File: src/rtl/row_mac_engine_pkg.sv
// Shared constants and state encoding for the 10x10 matrix-multiply datapath.
package matmul_pkg;
    localparam int N      = 10;
    localparam int IDX_W  = 4;
    localparam int DATA_W = 8;
    localparam int ACC_W  = 2*DATA_W + 4;

    typedef enum logic [2:0] {
        IDLE,
        RUN,
        DRAIN,
        WRITE,
        DONE
    } row_state_t;
endpackage

File: src/rtl/row_mac_engine_if.sv
// Controller, operand-buffer and result-buffer signals seen by the row engine.
interface row_mac_engine_if;
    import matmul_pkg::*;

    logic              begin_mult;
    logic [IDX_W-1:0]  res_add;
    logic              op_rd_en;
    logic [IDX_W-1:0]  op_row;
    logic [IDX_W-1:0]  op_k;
    logic [IDX_W-1:0]  op_col;
    logic [DATA_W-1:0] a_rdata;
    logic [DATA_W-1:0] b_rdata;
    logic              res_wr_en;
    logic [IDX_W-1:0]  res_row;
    logic [IDX_W-1:0]  res_col;
    logic [ACC_W-1:0]  res_data;
    logic              done_row;

    modport master (
        output begin_mult, res_add, a_rdata, b_rdata,
        input  op_rd_en, op_row, op_k, op_col,
        input  res_wr_en, res_row, res_col, res_data, done_row
    );

    modport slave (
        input  begin_mult, res_add, a_rdata, b_rdata,
        output op_rd_en, op_row, op_k, op_col,
        output res_wr_en, res_row, res_col, res_data, done_row
    );
endinterface

File: src/rtl/row_mac_engine_mac_unit.sv
// Unsigned multiply-accumulate register; sums wrap modulo 2^ACC_W.
module mac_unit #(
    parameter int DATA_W = 8,
    parameter int ACC_W  = 20
) (
    input  logic              clk,
    input  logic              n_reset,
    input  logic              clear,
    input  logic              en,
    input  logic [DATA_W-1:0] a,
    input  logic [DATA_W-1:0] b,
    output logic [ACC_W-1:0]  acc
);
    logic [ACC_W-1:0] acc_q;
    logic [ACC_W-1:0] acc_d;

    function automatic logic [ACC_W-1:0] mac_wrap(input logic [ACC_W-1:0]  acc_in,
                                                  input logic [DATA_W-1:0] x,
                                                  input logic [DATA_W-1:0] y);
        logic [2*DATA_W-1:0] prod;
        prod = {{DATA_W{1'b0}}, x} * {{DATA_W{1'b0}}, y};
        return acc_in + ACC_W'(prod);
    endfunction

    // clear wins over en so a new column never inherits a stale product
    always_comb begin
        acc_d = acc_q;
        if (clear)
            acc_d = '0;
        else if (en)
            acc_d = mac_wrap(acc_q, a, b);
    end

    always_ff @(posedge clk or negedge n_reset) begin
        if (!n_reset)
            acc_q <= '0;
        else
            acc_q <= acc_d;
    end

    assign acc = acc_q;
endmodule

File: src/rtl/row_mac_engine.sv
// Computes one result row C[r][*] = sum_k A[r][k]*B[k][*], one column per N+2 cycles.
module row_mac_engine
    import matmul_pkg::*;
(
    input  logic             clk,
    input  logic             n_reset,
    row_mac_engine_if.slave  bus
);
    localparam logic [IDX_W-1:0] LAST_IDX = IDX_W'(N-1);

    row_state_t       state_q, state_d;
    logic [IDX_W-1:0] row_q, row_d;
    logic [IDX_W-1:0] col_q, col_d;
    logic [IDX_W-1:0] k_q, k_d;
    logic             valid_q;
    logic             mac_clr;
    logic [ACC_W-1:0] acc;

    always_ff @(posedge clk or negedge n_reset) begin
        if (!n_reset) begin
            state_q <= IDLE;
            row_q   <= '0;
            col_q   <= '0;
            k_q     <= '0;
            valid_q <= 1'b0;
        end else begin
            state_q <= state_d;
            row_q   <= row_d;
            col_q   <= col_d;
            k_q     <= k_d;
            valid_q <= bus.op_rd_en;
        end
    end

    always_comb begin
        state_d = state_q;
        row_d   = row_q;
        col_d   = col_q;
        k_d     = k_q;
        mac_clr = 1'b0;
        case (state_q)
            IDLE: begin
                if (bus.begin_mult) begin
                    row_d   = bus.res_add;
                    col_d   = '0;
                    k_d     = '0;
                    mac_clr = 1'b1;
                    state_d = RUN;
                end
            end
            RUN: begin
                if (k_q == LAST_IDX)
                    state_d = DRAIN;
                else
                    k_d = k_q + 1'b1;
            end
            // last read's data arrives now and is summed on this edge
            DRAIN: state_d = WRITE;
            WRITE: begin
                if (col_q == LAST_IDX) begin
                    state_d = DONE;
                end else begin
                    col_d   = col_q + 1'b1;
                    k_d     = '0;
                    mac_clr = 1'b1;
                    state_d = RUN;
                end
            end
            DONE:    state_d = IDLE;
            default: state_d = IDLE;
        endcase
    end

    mac_unit #(
        .DATA_W (DATA_W),
        .ACC_W  (ACC_W)
    ) u_mac (
        .clk     (clk),
        .n_reset (n_reset),
        .clear   (mac_clr),
        .en      (valid_q),
        .a       (bus.a_rdata),
        .b       (bus.b_rdata),
        .acc     (acc)
    );

    assign bus.op_rd_en  = (state_q == RUN);
    assign bus.op_row    = row_q;
    assign bus.op_k      = k_q;
    assign bus.op_col    = col_q;
    assign bus.res_wr_en = (state_q == WRITE);
    assign bus.res_row   = row_q;
    assign bus.res_col   = col_q;
    assign bus.res_data  = acc;
    assign bus.done_row  = (state_q == DONE);
endmodule

File: src/flat_wrapper.sv
// flat-port wrapper written by rule: the top's interface ports become plain ports
module row_mac_engine_flat import matmul_pkg::*;
  (clk, n_reset, bus_begin_mult, bus_res_add, bus_a_rdata, bus_b_rdata, bus_op_rd_en, bus_op_row, bus_op_k, bus_op_col, bus_res_wr_en, bus_res_row, bus_res_col, bus_res_data, bus_done_row);
  row_mac_engine_if bus_i ();
  input  logic clk;
  input  logic n_reset;
  input wire logic [$bits(bus_i.begin_mult)-1:0] bus_begin_mult;
  input wire logic [$bits(bus_i.res_add)-1:0] bus_res_add;
  input wire logic [$bits(bus_i.a_rdata)-1:0] bus_a_rdata;
  input wire logic [$bits(bus_i.b_rdata)-1:0] bus_b_rdata;
  output wire logic [$bits(bus_i.op_rd_en)-1:0] bus_op_rd_en;
  output wire logic [$bits(bus_i.op_row)-1:0] bus_op_row;
  output wire logic [$bits(bus_i.op_k)-1:0] bus_op_k;
  output wire logic [$bits(bus_i.op_col)-1:0] bus_op_col;
  output wire logic [$bits(bus_i.res_wr_en)-1:0] bus_res_wr_en;
  output wire logic [$bits(bus_i.res_row)-1:0] bus_res_row;
  output wire logic [$bits(bus_i.res_col)-1:0] bus_res_col;
  output wire logic [$bits(bus_i.res_data)-1:0] bus_res_data;
  output wire logic [$bits(bus_i.done_row)-1:0] bus_done_row;
  assign bus_i.begin_mult = bus_begin_mult;
  assign bus_i.res_add = bus_res_add;
  assign bus_i.a_rdata = bus_a_rdata;
  assign bus_i.b_rdata = bus_b_rdata;
  assign bus_op_rd_en = bus_i.op_rd_en;
  assign bus_op_row = bus_i.op_row;
  assign bus_op_k = bus_i.op_k;
  assign bus_op_col = bus_i.op_col;
  assign bus_res_wr_en = bus_i.res_wr_en;
  assign bus_res_row = bus_i.res_row;
  assign bus_res_col = bus_i.res_col;
  assign bus_res_data = bus_i.res_data;
  assign bus_done_row = bus_i.done_row;
  row_mac_engine u_core (.clk(clk), .n_reset(n_reset), .bus(bus_i));
endmodule
File: config.mk
export PLATFORM = sky130hd
export DESIGN_NAME = row_mac_engine_flat
export DESIGN_NICKNAME = d
export VERILOG_FILES = /design/src/rtl/row_mac_engine_pkg.sv /design/src/rtl/row_mac_engine_if.sv /design/src/rtl/row_mac_engine_mac_unit.sv /design/src/rtl/row_mac_engine.sv /design/src/flat_wrapper.sv
export SDC_FILE = /design/constraint.sdc
export NUM_CORES = 1
export LEC_CHECK = 0
export CAP_MARGIN = 20
export CORE_UTILIZATION = 50
export CTS_CLUSTER_DIAMETER = 120
export DETAILED_ROUTE_END_ITERATION = 8
export PLACE_DENSITY = 0.76
export SETUP_SLACK_MARGIN = 0.4
export SYNTH_ARGS = -nofsm -noshare
export SYNTH_HDL_FRONTEND = slang
export SYNTH_SLANG_ARGS = --single-unit
File: constraint.sdc
create_clock -name clk -period 12.7 [get_ports clk]
set_input_delay 2.54 -clock clk [delete_from_list [all_inputs] [get_ports clk]]
set_output_delay 2.54 -clock clk [all_outputs]
set_load 0.02 [all_outputs]
==> results.toml <==
[sta]
hold_viol = 0
fin_skew_ps = 8.40
setup_violations = 0
rsz0062_at_grt = "false"
layout_setup_ws_ps = 5700
tightest_slew_ps = 895
fmax_mhz = 143
finalSetupTns_ps = 0
min_period_ps = 7000
maxSlewHeadroom = 0.403
period_share = 0.551
drv_slew = 0

[detailed_routing]
wl_mm = 9.60
drt_iter0_markers = 182
dr.pass1.iters = 4
post-route-drc-count = 0
ant_nets = 0
route.vias.total = 3446
viasPerCell = 5.24
drt-wirelength-per-cell_microns = 14.6

[floorplan]
core_area_sq_um = 8680
start_util = 0.512
fp.dieH_microns = 96.3
num_rows = 34
ios = 66
die_area_sq_um = 9270
die_width_microns = 96.3

[place]
place_worst_setup_slack_ps = 5430
portBuffers = 65
dp_hpwl_mm = 7.67
gp_congestion = 0.860
dpl_cell_area_sq_um = 5110

[power]
p_leak_nw = 2.62
p_per_area_nw_per_um2 = 259
ir_worst_vdd_uv = 243

[yosys]
ys.flop_type = "dfrtp_1"
synth-seq-cells = 36
yosysWarnings = 0
async_flop_share = 1.00
netlist_area_sq_um = 4450
netlist_instances = 495
ys_seq_area_frac = 0.203
synth_cell_type_count = 53
avgSynthCellArea_sq_um = 8.98
synth_edf_count = 0
synth_nets = 613

[worst_setup_path]
critical-path-top-delay-family = "adder cells"
crit_fanout = 8
slowest_stage = "clkdlybuf4s50_1"
reg2reg_setup_slack_ps = 8350
crit_required_ps = 12870
worst-path-stages = 16
max_stage_delay_ps = 650
r2r_end = "u_core.u_mac.acc[15]"
r2r-start = "u_core.u_mac.acc[6]"
reg2reg_depth = 15
startpoint_type = "primary input"
cp.arrival_ps = 7170
cp-end-kind = "register"
crit_end = "u_core.u_mac.acc[19]"
path_class = "in -> reg"
critPathBufInv = 4
crit_path_frequent_cell = "fa_1"
critPathLaunch = "bus_a_rdata[4]"
crit_chain = "clkdlybuf4s50_1 > nand2_1 > fa_1 > inv_1 > fa_1 > fa_1 > inv_1 > fa_1 > inv_1 > ha_1 > o211ai_1 > a21oi_1 > o2111ai_1 > a21oi_1 > a2bb2oi_1 > nand2_1"

[global_routing]
grt_pass1_wl_mm = 16.8
grt_max_degree = 37
grt_use_total = 0.231
grt-ovfl-total = 0
antenna_found_initial = 0
grt_pass1_vias = 3671

[finish]
finish.instance_area_sq_um = 5220
nets = 667
num_antenna_cells = 0
n_fill_cell = 770
area_growth_pct = 17.4
layout-drive-gt1-share = 0.0436

[clock_tree]
cts_max_level = 2
cts_buffer_depth = 2
numClockSinks = 36
cts_buffers = 5
post_cts_buffers = 0
cts_root_buf = "clkbuf_8"
cts_tree = "built"
clk_pin_slew_ps = 80
holdBufCountCts = 0
cts_resized = 0
clk_latency_ps = 290

[job]
drv_cap = 0

[worst_hold_path]
hold_path.startpoint = "u_core.bus.op_row[2]"
hp-class = "reg -> reg"

[run_status]
status = "finished clean"
[cell usage after synthesis, drive strengths merged, types with 9 or more instances]
cell	n	area (sq um)
ha	45	563
inv	104	390
and2	33	206
nand3	9	45.0
buf	13	100
fa	50	1000
mux2i	12	120
nand2	52	198
nor2	25	93.8
dfrtp	36	901
a21oi	19	98.9
o21ai	16	80.1
[through the flow]
| step | hold WS (ps) | cells | util | total power [mW] |
|---|---|---|---|---|
| floorplan | 523 | 495 | - | 0.989 |
| global placement | 519 | 650 | 0.589 | 1.22 |
| detailed placement | 525 | 650 | 0.589 | 1.25 |
| CTS | 549 | 658 | 0.601 | 1.36 |
| global route | 564 | 658 | 0.601 | 1.52 |
| finish | 542 | 658 | 0.601 | 1.35 |
[worst register-to-register path, stage by stage, from the launching register on]
cell	delay (ps)
dfrtp_1	420
inv_1	90
fa_1	540
inv_1	60
fa_1	500
inv_1	50
fa_1	470
fa_1	550
inv_1	40
ha_1	340
o211ai_1	190
a21oi_1	90
o2111ai_1	280
a21oi_1	200
or3_1	390
nand3_1	90
[registers in the layout (all words and copies together) (netlist names)]
register and flops:
u_core.u_mac.acc 20, u_core.bus.op_col 4, u_core.bus.op_k 4, u_core.bus.op_row 4
u_core.state_q 3, u_core.valid_q 1
[power breakdown]
part	total (mW)	switching (mW)	leakage, nW	internal [mW]
clock	0.103	0.0448	0.0541	0.0581
combinational	1.02	0.574	2.11	0.451
sequential	0.224	0.0618	0.461	0.162
total	1.35	0.680	2.62	0.671
[how the worst min path moves through the flow]
| stage | endpoint | depth (start not counted) |
|---|---|---|
| floorplan | u_core.state_q[1] | 1 |
| CTS | u_core.bus.op_row[2] | 1 |
| global route | u_core.bus.op_row[1] | 1 |
| detailed placement | u_core.bus.op_row[1] | 1 |
| finish | u_core.bus.op_row[2] | 1 |
| global placement | u_core.bus.op_row[2] | 1 |
[layout make-up]
class	count	area, sq um	area share
clock inverters	3	42.5	0.00815
flip-flops and latches	36	901	0.173
multi-input cells	337	3040	0.582
clock buffers	5	68.8	0.0132
repair buffers	65	646	0.124
inverters	104	390	0.0748
well taps	108	135	0.0259
[logic make-up (layout without fill, tap and decap cells)]
family          after synthesis  after routing  synth area share
compound gates               61             61            0.0886
xor+xnor                     14             14            0.0276
fa+ha+maj                    95             95             0.352
buf+inv                     122            177             0.115
flops                        36             36             0.203
mux                          16             16            0.0371
simple gates                151            151             0.178
[cell usage in the layout, fill, tap and decap left out, types with 2 or more instances in the layout]
master / netlist / layout
inv_1: 104 / 104
clkdlybuf4s50_1: 0 / 64
nand2_1: 51 / 51
fa_1: 50 / 50
ha_1: 45 / 45
dfrtp_1: 36 / 36
and2_1: 33 / 33
nor2_1: 25 / 25
a21oi_1: 18 / 18
o21ai_0: 15 / 15
mux2i_1: 12 / 12
nand3_1: 9 / 9
xor2_1: 7 / 7
xnor2_1: 7 / 7
nor3_1: 5 / 5
clkbuf_8: 0 / 5
o21a_1: 4 / 4
mux2_2: 4 / 4
a211oi_1: 4 / 4
nand4_1: 4 / 4
a21o_1: 3 / 3
or3_1: 3 / 3
o211ai_1: 3 / 3
and3_1: 3 / 3
nand2b_1: 3 / 3
nor3b_1: 2 / 2
and3_2: 2 / 2
o22ai_1: 2 / 2
[routing by layer]
layer / GRT usage / routed length, microns / share of wire
met1: 0.321 / 4470 / 0.47
met2: 0.385 / 4600 / 0.48
met3: 0.0332 / 464 / 0.048
met4: 0.0466 / 71 / 0.0074
met5: 0 / 0 / 0
Note: power is estimated with default switching activity, not from simulation.
